### src/rtl/sseg_pkg.sv
// Shared constants for the gear-indicator seven-segment scanner: glyphs,
// gear-state encodings, anode patterns and the per-digit lookup helpers.
package sseg_pkg;

  // Active-low segment glyphs, bit order {g,f,e,d,c,b,a}.
  localparam logic [6:0] GLYPH_T = 7'b0000111;
  localparam logic [6:0] GLYPH_D = 7'b0100001;
  localparam logic [6:0] GLYPH_N = 7'b0101011;
  localparam logic [6:0] GLYPH_R = 7'b0101111;
  localparam logic [6:0] NO_CHAR = 7'b1111111;

  typedef enum logic [1:0] {
    GEAR_IDLE    = 2'b00,
    GEAR_DRIVE   = 2'b01,
    GEAR_NEUTRAL = 2'b10,
    GEAR_REVERSE = 2'b11
  } gear_e;

  // Gear FSM state codes; they equal the mode_code that requests them.
  localparam logic [1:0] ST_IDLE    = 2'b00;
  localparam logic [1:0] ST_DRIVE   = 2'b01;
  localparam logic [1:0] ST_NEUTRAL = 2'b10;
  localparam logic [1:0] ST_REVERSE = 2'b11;

  localparam logic [3:0] AN_0 = 4'b1110;
  localparam logic [3:0] AN_1 = 4'b1101;
  localparam logic [3:0] AN_2 = 4'b1011;
  localparam logic [3:0] AN_3 = 4'b0111;

  function automatic logic [3:0] anode_for(input logic [1:0] idx);
    logic [3:0] an;
    case (idx)
      2'd0:    an = AN_0;
      2'd1:    an = AN_1;
      2'd2:    an = AN_2;
      default: an = AN_3;
    endcase
    return an;
  endfunction

  // Each gear owns exactly one digit position; digit 3 is always dark.
  function automatic logic [6:0] glyph_for(input logic [1:0] gear,
                                           input logic [1:0] idx);
    logic [6:0] g;
    g = NO_CHAR;
    if (idx == 2'd0 && gear == ST_REVERSE) g = GLYPH_R;
    if (idx == 2'd1 && gear == ST_NEUTRAL) g = GLYPH_N;
    if (idx == 2'd2 && gear == ST_DRIVE)   g = GLYPH_D;
    return g;
  endfunction

endpackage

### src/rtl/sseg_tick_gen.sv
// Scan-tick prescaler: counts 0..DIV-1 and pulses ce while the count is DIV-1.
module sseg_tick_gen #(
  parameter int DIV = 100000
) (
  input  logic clk,
  input  logic rst_n,
  output logic ce
);

  localparam int CW = (DIV > 2) ? $clog2(DIV) : 1;
  localparam logic [CW-1:0] LAST = CW'(DIV - 1);

  logic [CW-1:0] cnt;

  always_ff @(posedge clk or negedge rst_n) begin
    if (!rst_n) begin
      cnt <= '0;
    end else if (cnt == LAST) begin
      cnt <= '0;
    end else begin
      cnt <= cnt + CW'(1);
    end
  end

  // Decoded from the count so that reset (count 0) forces ce low at once.
  assign ce = (cnt == LAST);

endmodule

### src/rtl/sseg_scan_ctrl.sv
// Gear-indicator display controller: gear FSM, backtrack hold timer and a
// four-digit multiplexed scan driven by the prescaler tick.
module sseg_scan_ctrl
  import sseg_pkg::*;
#(
  parameter int DIV     = 100000,
  parameter int BT_HOLD = 500
) (
  input  logic       clk,
  input  logic       rst_n,
  input  logic [1:0] mode_code,
  input  logic       mode_valid,
  input  logic       backtrack_req,
  output logic       ce,
  output logic [3:0] an_sel,
  output logic [6:0] char_sel,
  output logic       backtrack_active,
  output logic [1:0] mode_state
);

  localparam int HW = $clog2(BT_HOLD + 1);

  // mode_valid and backtrack_req are single-cycle strobes with no ready/ack:
  // a request is consumed on the edge it is seen, or silently dropped when
  // it is illegal or arrives while backtrack indication is held.

  logic [1:0]    state_q;
  logic [1:0]    digit_idx;
  logic [1:0]    digit_next;
  logic [HW-1:0] hold_cnt;
  logic          blocked_pair;
  logic          mode_accept;

  sseg_tick_gen #(.DIV(DIV)) u_tick_gen (
    .clk   (clk),
    .rst_n (rst_n),
    .ce    (ce)
  );

  always_comb begin
    blocked_pair = 1'b0;
    if (state_q == ST_DRIVE && mode_code == ST_REVERSE) blocked_pair = 1'b1;
    if (state_q == ST_REVERSE && mode_code == ST_DRIVE) blocked_pair = 1'b1;
  end

  assign mode_accept = mode_valid && !backtrack_req && !backtrack_active
                       && !blocked_pair;

  always_ff @(posedge clk or negedge rst_n) begin
    if (!rst_n) begin
      state_q <= ST_IDLE;
    end else if (mode_accept) begin
      state_q <= mode_code;
    end
  end

  assign mode_state = state_q;

  // A fresh request reloads the timer even on a tick edge, so a retrigger
  // never lets backtrack_active dip low.
  always_ff @(posedge clk or negedge rst_n) begin
    if (!rst_n) begin
      hold_cnt         <= '0;
      backtrack_active <= 1'b0;
    end else if (backtrack_req) begin
      hold_cnt         <= HW'(BT_HOLD);
      backtrack_active <= 1'b1;
    end else if (ce && hold_cnt != '0) begin
      hold_cnt <= hold_cnt - HW'(1);
      if (hold_cnt == HW'(1)) begin
        backtrack_active <= 1'b0;
      end
    end
  end

  assign digit_next = digit_idx + 2'd1;

  always_ff @(posedge clk or negedge rst_n) begin
    if (!rst_n) begin
      digit_idx <= 2'd0;
      an_sel    <= AN_0;
      char_sel  <= NO_CHAR;
    end else if (ce) begin
      digit_idx <= digit_next;
      an_sel    <= anode_for(digit_next);
      char_sel  <= glyph_for(state_q, digit_next);
    end
  end

endmodule

### config.mk
export PLATFORM = sky130hd
export DESIGN_NAME = sseg_scan_ctrl
export DESIGN_NICKNAME = d
export VERILOG_FILES = /design/src/rtl/sseg_pkg.sv /design/src/rtl/sseg_tick_gen.sv /design/src/rtl/sseg_scan_ctrl.sv
export SDC_FILE = /design/constraint.sdc
export NUM_CORES = 1
export LEC_CHECK = 0
export ABC_CLOCK_PERIOD_IN_PS = 2300
export CAP_MARGIN = 40
export CORE_ASPECT_RATIO = 0.5
export CORE_MARGIN = 4
export CORE_UTILIZATION = 30
export CTS_BUF_LIST = sky130_fd_sc_hd__clkbuf_4 sky130_fd_sc_hd__clkbuf_8
export CTS_CLUSTER_DIAMETER = 60
export DETAILED_ROUTE_END_ITERATION = 7
export GPL_TIMING_DRIVEN = 0
export PLACE_DENSITY = 0.55
export SYNTH_ARGS = -nofsm -noshare
export SYNTH_HDL_FRONTEND = slang
export SYNTH_SLANG_ARGS = --single-unit
### constraint.sdc
create_clock -name clk -period 2.3 [get_ports clk]
set_input_delay 0.23 -clock clk [delete_from_list [all_inputs] [get_ports clk]]
set_output_delay 0.23 -clock clk [all_outputs]
set_load 0.01 [all_outputs]
* Word-level counts from Yosys, hierarchy flattened
Index checks and enable logic that the tools add are counted.
Word-level totals: bits in registers 42, output and inout port bits 15, bits of input ports 6, logic and storage cells 48
Operators by class: equality and inequality tests 9, $add $sub $neg 3, reductions and logical operators 17, mux-type cells 12
Operators with widths (count):
- 7-bit two-way mux | 3
- 9-bit two-way mux | 2
- 17-bit by 1-bit adder with 17-bit output, second input constant | 1
- 17-bit equality test, second input constant | 1
- 17-bit two-way mux | 1
- 4-bit one-hot mux with 3 select lines | 1
- 9-bit by 1-bit equality test with 1-bit output, second input constant | 1
- 1-bit logical AND | 9
- 9-bit nonzero test | 1
- 9-bit by 1-bit subtractor with 9-bit output, second input constant | 1
- 2-bit equality test, second input constant | 4
- 2-bit by 1-bit equality test with 1-bit output, second input constant | 3
- 1-bit two-way mux | 5
- 2-bit nonzero test | 2
- 1-bit logical NOT | 3
- 2-bit by 1-bit adder with 2-bit output, second input constant | 1
- 2-bit logical NOT | 1
- 2-bit AND reduction | 1

* Logic depth before layout (Yosys ltp)
Gate-level depths: netlist of run 1.
word-level depth 6, gate-level depth with buffers 7

* Cells and area by module
From an unflattened synthesis of run 1, not the netlist that was laid out.
Second synthesis, totals: cell total of the unflattened synthesis 185, area, all modules 2001.9 µm²
Modules (own cells, without submodules):
- sseg_scan_ctrl | seq. area each 533.0 µm², times used 1, cells an instance 111, area each 1208.7 µm²
- sseg_tick_gen | seq. area each 425.4 µm², times used 1, cells an instance 74, area each 793.3 µm²

* Worst setup path before layout of run 1
OpenSTA, ideal clock, no wires.
path kind register -> register, start point reg hold_cnt[5], end point reg hold_cnt[2], stages on the path, launching flop included 5, path buffers 0, path slack 0.488 ns, data required time 2.176 ns, clock period less this slack 1.812 ns, setup time 0.124 ns, arrival 1.688 ns, path through dfrtp_1 or4_4 or4_4 a31oi_1 o21bai_1
Between the ends: cells in the longest elaborated chain, start to end 3
RTL lines:
- start, declared | RTL line sseg_scan_ctrl.sv:30 | logic [HW-1:0] hold_cnt;
- start signal, assigned | RTL line sseg_scan_ctrl.sv:66 | hold_cnt <= HW'(BT_HOLD);
- start signal, assigned | RTL line sseg_scan_ctrl.sv:69 | hold_cnt <= hold_cnt - HW'(1);
- 9-bit nonzero test | RTL line sseg_scan_ctrl.sv:68 | end else if (ce && hold_cnt != '0) begin
- 1-bit logical AND | RTL line sseg_scan_ctrl.sv:68
- 2-bit nonzero test (no source line)
Every way passes these cells. A chain may end at the register's enable or synchronous reset.

* Worst setup path in the final report of run 1
start point reg u_tick_gen.cnt[0], end point out ce
Between the ends: cells in the longest elaborated chain, start to end 1
RTL lines:
- start, declared | RTL line sseg_tick_gen.sv:13 | logic [CW-1:0] cnt;
- start signal, assigned | RTL line sseg_tick_gen.sv:21 | cnt <= cnt + CW'(1);
- 17-bit equality test | RTL line sseg_tick_gen.sv:26 | assign ce = (cnt == LAST);
- end, declared | RTL line sseg_scan_ctrl.sv:14 | output logic ce,
Every way passes these cells.

==> impl_metrics.yaml, run 1 <==
outcome:
  outcome: "complete, no violations"
setup_path:
  worstSetupStartpointType: "flip-flop"
  worstSetupPathType: "reg -> out"
  critPathMaxFanout: 10
  setup_slack_on_the_worst_flop_to_flop_path_ps: 380
  worst_ep_arrival_time_ps: 1830
  worst_ep_required_time_ps: 2070
  worst_setup_path_end_kind: "primary output"
logic_synthesis:
  synthDominantCellAreaShare_pct: 41.00
  netlist_area_mm2: 0.001953
  synth.avg_cell_area_um2: 10.23
  seq_area_frac_synth_pct: 49.07
  ys_ff_latch: 38
  ys_top_cells_by_area: "dfrtp_1, dfstp_2, ha_1, xnor2_1, nand2_1"
  ys_types: 38
  netlist_instances: 191
  synthDominantAreaCellType: "dfrtp_1"
  yosysWarningCount: 0
sta:
  timing.clock.skew_ps: 12.26
  finalWorstPathRequiredPeriod_ps: 2056
  unrepaired_setup_endpoints_after_global_routing: "false"
  setup_tns_ps: 0
  final-setup-viol-count: 0
  finalHoldViolations: 0
  hold_ws_ps: 395.9
  report.final.slew_viol_count: 0
  final.period_utilization_pct: 89.40
  maxClockFrequency_ghz: 0.4864
cells_and_area:
  layout.cells.most_common_list: "dfrtp_1, nand2_1, clkdlybuf4s50_1"
  final_core_util_pct: 38.89
  post_route_cells_drive_above_1_share_pct: 14.41
  final_net_count: 237
  n_fill_cell: 611
  final_cell_area_mm2: 0.002404
  most_common_library_cell_in_the_layout_ignoring_fill_and_taps: "dfrtp_1"
  post_synthesis_to_final_layout_area_growth_pct: 23.06
  antennaDiodeCount: 0
hold_path:
  holdCritPathClass: "in -> async"
die:
  core_mm2: 0.006181
  die_area_mm2: 0.007944
  die_y_extent_um: 65.06
  top_level_port_count: 21
  row_count: 20
  floorplan.initialDensity_pct: 31.60
  chipWidth_um: 122.1
global_route:
  largest_net_degree_at_the_start_of_global_routing: 24
  number_of_global_route_vias_before_repair: 1427
  grt_antenna_before_repair: 0
  overflow: 0
  track_usage_pct: 10.63
  grt_pass1_wl_um: 6651
detailed_routing:
  drc: 0
  vias: 1442
  drt-wirelength-per-cell_um: 12.04
  number_of_search_and_repair_iterations_in_the_first_detailed_routing_pass: 4
  drt.antenna.violating_nets: 0
  detail_route.vias_per_cell: 4.652
  dr.first_iter.drc_count: 74
  routed_wl_um: 3731
clock_network:
  worst_skew_pair.late_latency_ps: 300
  clk_pin_slew_worst_paths_ps: 80
  cts_tree: "built"
  clockRootBuffer: "clkbuf_8"
  cts_made_buffers: 5
  clock_sink_count: 38
  clock_tree.buffer_depth: 2
  ctsHtreeMaxLevel: 2
power:
  power_density_mw_per_mm2: 507.4
  reported_leakage_power_nw: 0.9596
  ir_worst_vdd_uv: 203.1
placement:
  hpwlAfterDp_um: 2684
  detailed_place.area_mm2: 0.002270
  routabilityCongestion: 0.7873
  io_buffer_count: 18
run:
  max_cap_violation_count: 0
per-stage QoR:
| step | total power, mW | instances | setup slack (ps) |
|---|---|---|---|
| floorplan | 0.7021 | 192 | 487.8 |
| finish | 1.220 | 310 | 243.9 |
| detailed placement | 0.7409 | 299 | -201.6 |
| global route | 1.267 | 310 | 138.4 |
| CTS | 1.241 | 310 | 236.3 |
| global placement | 0.7346 | 298 | -188.0 |
power by group:
group / total, mW / switching, mW / internal [mW]
clock network: 0.492 / 0.238 / 0.254
registers: 0.675 / 0.00414 / 0.671
logic: 0.0522 / 0.0271 / 0.0251
cell families (layout without fill, tap and decap cells):
| family | after synthesis | count (layout) | share of synthesized area (%) |
|---|---|---|---|
| buffers and inverters | 14 | 44 | 3.523 |
| AND/OR/NAND/NOR | 88 | 88 | 25.31 |
| multiplexers | 7 | 7 | 3.716 |
| other | 1 | 2 | 0.1920 |
| AO/OA/AOI/OAI | 19 | 19 | 5.510 |
| adder cells (fa/ha/maj) | 10 | 10 | 6.406 |
| XOR/XNOR | 14 | 14 | 6.278 |
| flip-flops | 38 | 38 | 49.07 |
sequential cells by signal, indices dropped and copies added, names as in the netlist:
name,flops
hold_cnt,9
mode_state,2
char_sel,3
u_tick_gen.cnt,17
backtrack_active,1
an_sel,4
digit_idx,2
worst paths after layout:
path	cells after the start	startpoint	to
setup / recovery	6	u_tick_gen.cnt[0]	ce
hold / removal	2	rst_n	u_tick_gen.cnt[15]
setup reg to reg	6	u_tick_gen.cnt[0]	hold_cnt[3]
hold reg to reg	2	char_sel[2]	char_sel[2]
max in group asynchronous	3	rst_n	char_sel[4]
min in group clk	2	char_sel[2]	char_sel[2]
cell type report:
type                       count  area [um2]  area share [%]
inverter                       5       18.77          0.7808
timing repair buffer          22       226.5           9.422
clock inverter                 1       5.005          0.2082
multi-input combinational    140       934.6           38.89
sequential                    38       958.4           39.87
buffer                         9       60.06           2.499
clock buffer                   7       90.09           3.748
tap                           88       110.1           4.581
synthesized netlist by cell type:
cell type	number
ha_1	10
dfstp_2	6
o21ai_0	9
buf_4	4
nor3_1	4
nand4_1	6
nand3b_1	1
or4_4	2
nor3b_1	1
clkbuf_1	4
or3_1	4
a21o_1	1
a311oi_1	1
nor4b_1	2
and2_1	3
nand3_1	8
nand2b_1	1
and4_1	3
nor4_4	1
a31oi_1	1
o21bai_1	1
nor4_1	1
nor2b_1	5
dfrtp_1	32
and3_1	3
nor4bb_1	3
o31ai_1	1
nor2_1	15
nand2_1	23
conb_1	1
xor2_1	3
mux2_2	2
mux2i_1	5
or4_1	2
inv_1	5
a21oi_1	5
xnor2_1	11
buf_2	1
critical path, cell delays in order, from the launching register on:
cell	delay (ps)
dfrtp_1	370
ha_2	210
and4_4	250
nand4_1	140
inv_2	120
clkbuf_8	170
dlygate4sd2_1	270
metal layers:
layer	part of all wire, %	up-vias	wire (um)	track usage, %
li1	-	715	-	-
met1	50	699	1879	13.98
met2	44	20	1645	16.41
met3	3.5	8	129	2.703
met4	2.1	0	77	5.021
met5	0	-	0	0
what timing repair did:
| action | in CTS | in global routing |
|---|---|---|
| endpoints found under the setup margin | 1 | 0 |
| hold endpoints to repair | 11 | 0 |
| gates resized for setup | 8 | 0 |
| hold buffers | 1 | 0 |
| setup buffers | 2 | 0 |
(Power assumes the default switching activity.)
==> inputs of run 2 (changes only) <==
--- a/config.mk
+++ b/config.mk
@@ -15,6 +15,7 @@
 export DETAILED_ROUTE_END_ITERATION = 7
 export GPL_TIMING_DRIVEN = 0
 export PLACE_DENSITY = 0.55
+export REMOVE_ABC_BUFFERS = 1
 export SYNTH_ARGS = -nofsm -noshare
 export SYNTH_HDL_FRONTEND = slang
 export SYNTH_SLANG_ARGS = --single-unit
==> impl_metrics.yaml, run 2 (same netlist as run 1, synthesis figures left out) <==
sta:
  hold_ws_ps: 338.3
  report.final.slew_viol_count: 0
  final.period_utilization_pct: 92.88
  max_slew.worst_pin.slew_ps: 540.9
  timing.final.ws_setup_ps: 163.7
  final-setup-viol-count: 0
  finalWorstPathRequiredPeriod_ps: 2136
  slew_headroom_pct: 63.83
  maxClockFrequency_ghz: 0.4681
  finalHoldViolations: 0
  timing.clock.skew_ps: 7.180
  unrepaired_setup_endpoints_after_global_routing: "false"
setup_path:
  worstSetupPathType: "reg -> reg"
  worstSetupStartpointType: "flip-flop"
  worst_ep_required_time_ps: 2510
  rr_endpoint: "hold_cnt[3]"
  critPathMaxFanout: 10
  worst_setup_path_end_kind: "flip-flop"
  worst_ep_arrival_time_ps: 2350
  worstRegToRegCells: 7
  worst_r2r_startpoint: "u_tick_gen.cnt[1]"
  setup_slack_on_the_worst_flop_to_flop_path_ps: 160
clock_network:
  cts_made_buffers: 5
  worst_skew_pair.late_latency_ps: 290
  ctsHtreeMaxLevel: 2
  clockRootBuffer: "clkbuf_8"
  clk_pin_slew_worst_paths_ps: 80
  clock_tree.buffer_depth: 2
  cts_tree: "built"
  clock_sink_count: 38
die:
  chipWidth_um: 122.1
  die_area_mm2: 0.007944
  core_mm2: 0.006181
  floorplan.initialDensity_pct: 31.60
  top_level_port_count: 21
  row_count: 20
  die_y_extent_um: 65.06
power:
  ir_worst_vdd_uv: 198.8
  power_density_mw_per_mm2: 496.1
  reported_leakage_power_nw: 0.9680
placement:
  routabilityCongestion: 0.7023
  io_buffer_count: 18
  worst_setup_slack_before_clock_tree_synthesis_ps: -975.5
  hpwlAfterDp_um: 2497
cells_and_area:
  post_route_cells_drive_above_1_share_pct: 17.57
  flip_flop_count_of_the_largest_register_all_copies_and_words_added: 17
  antennaDiodeCount: 0
  layout.cells.most_common_list: "dfrtp_1, nand2_1, clkdlybuf4s50_1"
  final_net_count: 237
  post_synthesis_to_final_layout_area_growth_pct: 25.82
  most_common_library_cell_in_the_layout_ignoring_fill_and_taps: "dfrtp_1"
  reg.largest.list: "u_tick_gen.cnt x17, hold_cnt x9, an_sel x4"
  most_flop_heavy_register: "u_tick_gen.cnt"
detailed_routing:
  number_of_search_and_repair_iterations_in_the_first_detailed_routing_pass: 4
  drt.antenna.violating_nets: 0
  dr.first_iter.drc_count: 41
  detail_route.vias_per_cell: 4.581
  vias: 1420
  drt-wirelength-per-cell_um: 13.05
  drc: 0
  routed_wl_um: 4044
global_route:
  number_of_global_route_vias_before_repair: 1403
  grt_antenna_before_repair: 0
  grt_pass1_wl_um: 6962
  overflow: 0
  largest_net_degree_at_the_start_of_global_routing: 32
  track_usage_pct: 11.13
hold_path:
  holdCritPathClass: "in -> async"
outcome:
  outcome: "complete, no violations"
run:
  max_cap_violation_count: 0
[run 2: cell count changes in the layout (fill, tap and decap cells not counted), moves of 2 or more]
cell      before  now
dfrtp_2        0    2
dfrtp_1       32   30
nor4bb_1       3    1
nor4bb_4       0    2
buf_4          6    9
clkbuf_1       3    0
[run 2: area by class of cell]
cell class / instances / area [um2]
fillers: 616 / 3724
well taps: 88 / 110.1
flip-flops and latches: 38 / 960.9
repair inverters: 1 / 5.005
clock buffers: 8 / 97.59
inverters: 5 / 22.52
repair buffers: 29 / 275.3
multi-input cells: 141 / 985.9
[run 2: worst max path at each step]
stage	start	endpoint	slack, ps	depth (start not counted)
2_1_floorplan	u_tick_gen.cnt[0]	hold_cnt[1]	40	6
6_report	u_tick_gen.cnt[1]	hold_cnt[3]	160	7
4_1_cts	u_tick_gen.cnt[1]	ce	5	5
3_5_place_dp	u_tick_gen.cnt[0]	ce	-980	5
5_1_grt	u_tick_gen.cnt[1]	hold_cnt[6]	30	7
3_3_place_gp	u_tick_gen.cnt[0]	ce	-1020	5
[run 2: power breakdown]
group | internal, mW | switching (mW)
clock | 0.268 | 0.228
combinational | 0.0213 | 0.0256
sequential | 0.671 | 0.00428
[run 2: timing repair]
item	CTS	global route
gates resized for setup	11	2
buffers inserted	3	6
gates cloned	2	0
pin swaps	1	4
setup endpoints to repair	23	1
endpoints found under the hold margin	7	0
hold buffers	1	0
[run 2: metrics by stage]
step	cells	util (%)	power (mW)	instance area (um2)	TNS [ps]
3_3_place_gp	289	35.55	0.7307	2197	-9516
5_1_grt	310	39.76	1.272	2457	0
6_report	310	39.76	1.219	2457	0
3_5_place_dp	290	35.79	0.7353	2212	-8658
2_1_floorplan	183	-	0.6976	1907	0
4_1_cts	304	38.97	1.239	2409	0
[run 2: per-layer routing]
metal / track usage (%) / up-vias / wire (um)
met5: 0 / - / 0
met3: 3.226 / 5 / 108
li1: - / 721 / -
met1: 15.09 / 676 / 2088
met2: 17.17 / 18 / 1800
met4: 3.487 / 0 / 46
[run 2: worst max-delay path, cell delays in order (launching register included)]
cell and delay [ps]:
dfrtp_1 370, ha_2 210, and4_4 260, nand4_1 200, buf_4 200, buf_4 170
or4_1 500, a21oi_1 140
==> variant (config.mk and constraints of run 1) <==
Register the inputs `mode_code` and `mode_valid` before use, with the module's reset. The logic sees them one clock later. The other inputs are not delayed to match. Comments in the files are not updated.
--- a/src/rtl/sseg_scan_ctrl.sv
+++ b/src/rtl/sseg_scan_ctrl.sv
@@ -20,6 +20,19 @@
 
   localparam int HW = $clog2(BT_HOLD + 1);
 
+  logic [1:0] mode_code_q;
+  logic mode_valid_q;
+
+  always_ff @(posedge clk or negedge rst_n) begin
+    if (!rst_n) begin
+      mode_code_q  <= '0;
+      mode_valid_q <= '0;
+    end else begin
+      mode_code_q  <= mode_code;
+      mode_valid_q <= mode_valid;
+    end
+  end
+
   // mode_valid and backtrack_req are single-cycle strobes with no ready/ack:
   // a request is consumed on the edge it is seen, or silently dropped when
   // it is illegal or arrives while backtrack indication is held.
@@ -39,18 +52,18 @@
 
   always_comb begin
     blocked_pair = 1'b0;
-    if (state_q == ST_DRIVE && mode_code == ST_REVERSE) blocked_pair = 1'b1;
-    if (state_q == ST_REVERSE && mode_code == ST_DRIVE) blocked_pair = 1'b1;
+    if (state_q == ST_DRIVE && mode_code_q == ST_REVERSE) blocked_pair = 1'b1;
+    if (state_q == ST_REVERSE && mode_code_q == ST_DRIVE) blocked_pair = 1'b1;
   end
 
-  assign mode_accept = mode_valid && !backtrack_req && !backtrack_active
+  assign mode_accept = mode_valid_q && !backtrack_req && !backtrack_active
                        && !blocked_pair;
 
   always_ff @(posedge clk or negedge rst_n) begin
     if (!rst_n) begin
       state_q <= ST_IDLE;
     end else if (mode_accept) begin
-      state_q <= mode_code;
+      state_q <= mode_code_q;
     end
   end
 
Behaviour: not the same (a bounded check fails within 4 cycles, from zero or initial values and one cycle with rst_n low).
==> variant against run 1 <==
- cell area up 3.5%
- routed wire length up 8.1%
- non-clock buffer count down 1
- sequential cell count up 3
- worst setup slack worse by 0.16 ns
- total power up 4.6%
- count of clock-buffer cells in the layout unchanged
- synthesized area up 5.1%
- global-route usage up 0.23 points
- die area up 4.6%
==> variant: results (changes against run 1) <==
| Metric | Value |
|---|---|
| Pwr Density | `513 mW/mm^2 (+1.0%)` |
| Fin cells | `313 (+0.97%)` |
| Leakage power figure | `1.01 nW (+5.7%)` |
| Crit-path slowest cell | `clkdlybuf4s50_1` |
| Max FO, Critical Path | `5 (-5)` |
| Global Route met3 Usage | `0.0344 (+0.00740)` |
| Commonest cells in the netlist | `dfrtp_1, nand2_1, nor2_1` |
| Pre-CTS setup slack | `-0.184 ns (+0.0175 ns)` |
| Fillers | `631 (+3.3%)` |
| Top cells by area, synth | `dfrtp_1, dfstp_2, ha_1, nand2_1, xnor2_1` |
| Final nets | `241 (+1.7%)` |
| Via count | `1498 (+3.9%)` |
| Wirelength per Cell | `12.9 um (+7.0%)` |
| Crit path largest cell delay | `0.53 ns (+0.16 ns)` |
| Status | `completed` |
| Clock Skew | `0.00834 ns (-0.00393 ns)` |
| Synth Area in Compound Gates | `0.0671 (+0.0120)` |
| Drt initial violations | `54 (-27%)` |
| Mapped Cells | `196 (+2.6%)` |
| Adder-cell share of the synthesized area | `0.0671 (+0.00301)` |
| Vias in the first global route | `1506 (+5.5%)` |
| First-pass GRT wire length | `7180 um (+8.0%)` |
| Placed cells | `304 (+1.7%)` |
| R2R cell count | `8 (+2)` |
| Worst R2R Setup Slack | `0.28 ns (-0.10 ns)` |
| Met1 Resource Use GR | `0.132 (-0.00806)` |
| Post-Synth XOR/XNOR Area | `0.0555 (-0.00729)` |
| DP HPWL | `2840 um (+5.6%)` |
| Met2 routed WL | `1820 um (+10%)` |
| RePlAce Congestion | `0.808 (+2.6%)` |
| Sequential fraction of the synthesis area | `0.504 (+0.0129)` |
| Post-cts sizing count | `2 (-6)` |
| Met1 wire length | `2000 um (+6.5%)` |
| Mux contribution to synthesized area | `0.0256 (-0.0115)` |
-- variant: worst min path at each step --
stage                      start             end  slack, ns  cells after the start
global route        mode_code[0]  mode_code_q[0]       0.36                      1
global placement     char_sel[2]     char_sel[2]       0.45                      2
detailed placement         rst_n    digit_idx[1]       0.14                      1
finish                     rst_n     hold_cnt[0]       0.36                      2
CTS                        rst_n   mode_state[0]       0.35                      2
floorplan                  rst_n       an_sel[0]      -0.07                      0
-- variant: where the power goes --
part / internal, mW / switching (mW) / total (mW)
Clock: 0.271 / 0.243 / 0.515
Sequential: 0.723 / 0.000787 / 0.724
Combinational: 0.0149 / 0.0214 / 0.0364
Total: 1.01 / 0.266 / 1.28
-- variant: area by class of cell --
class	count	area (sq um)	area share
clock inverter	1	5.00	0.00201
inverter	6	25.0	0.0101
clock buffer	7	96.3	0.0387
tap	88	110	0.0443
multi-input combinational	140	952	0.383
sequential	41	1030	0.415
buffer	9	52.6	0.0211
timing repair buffer	21	213	0.0855
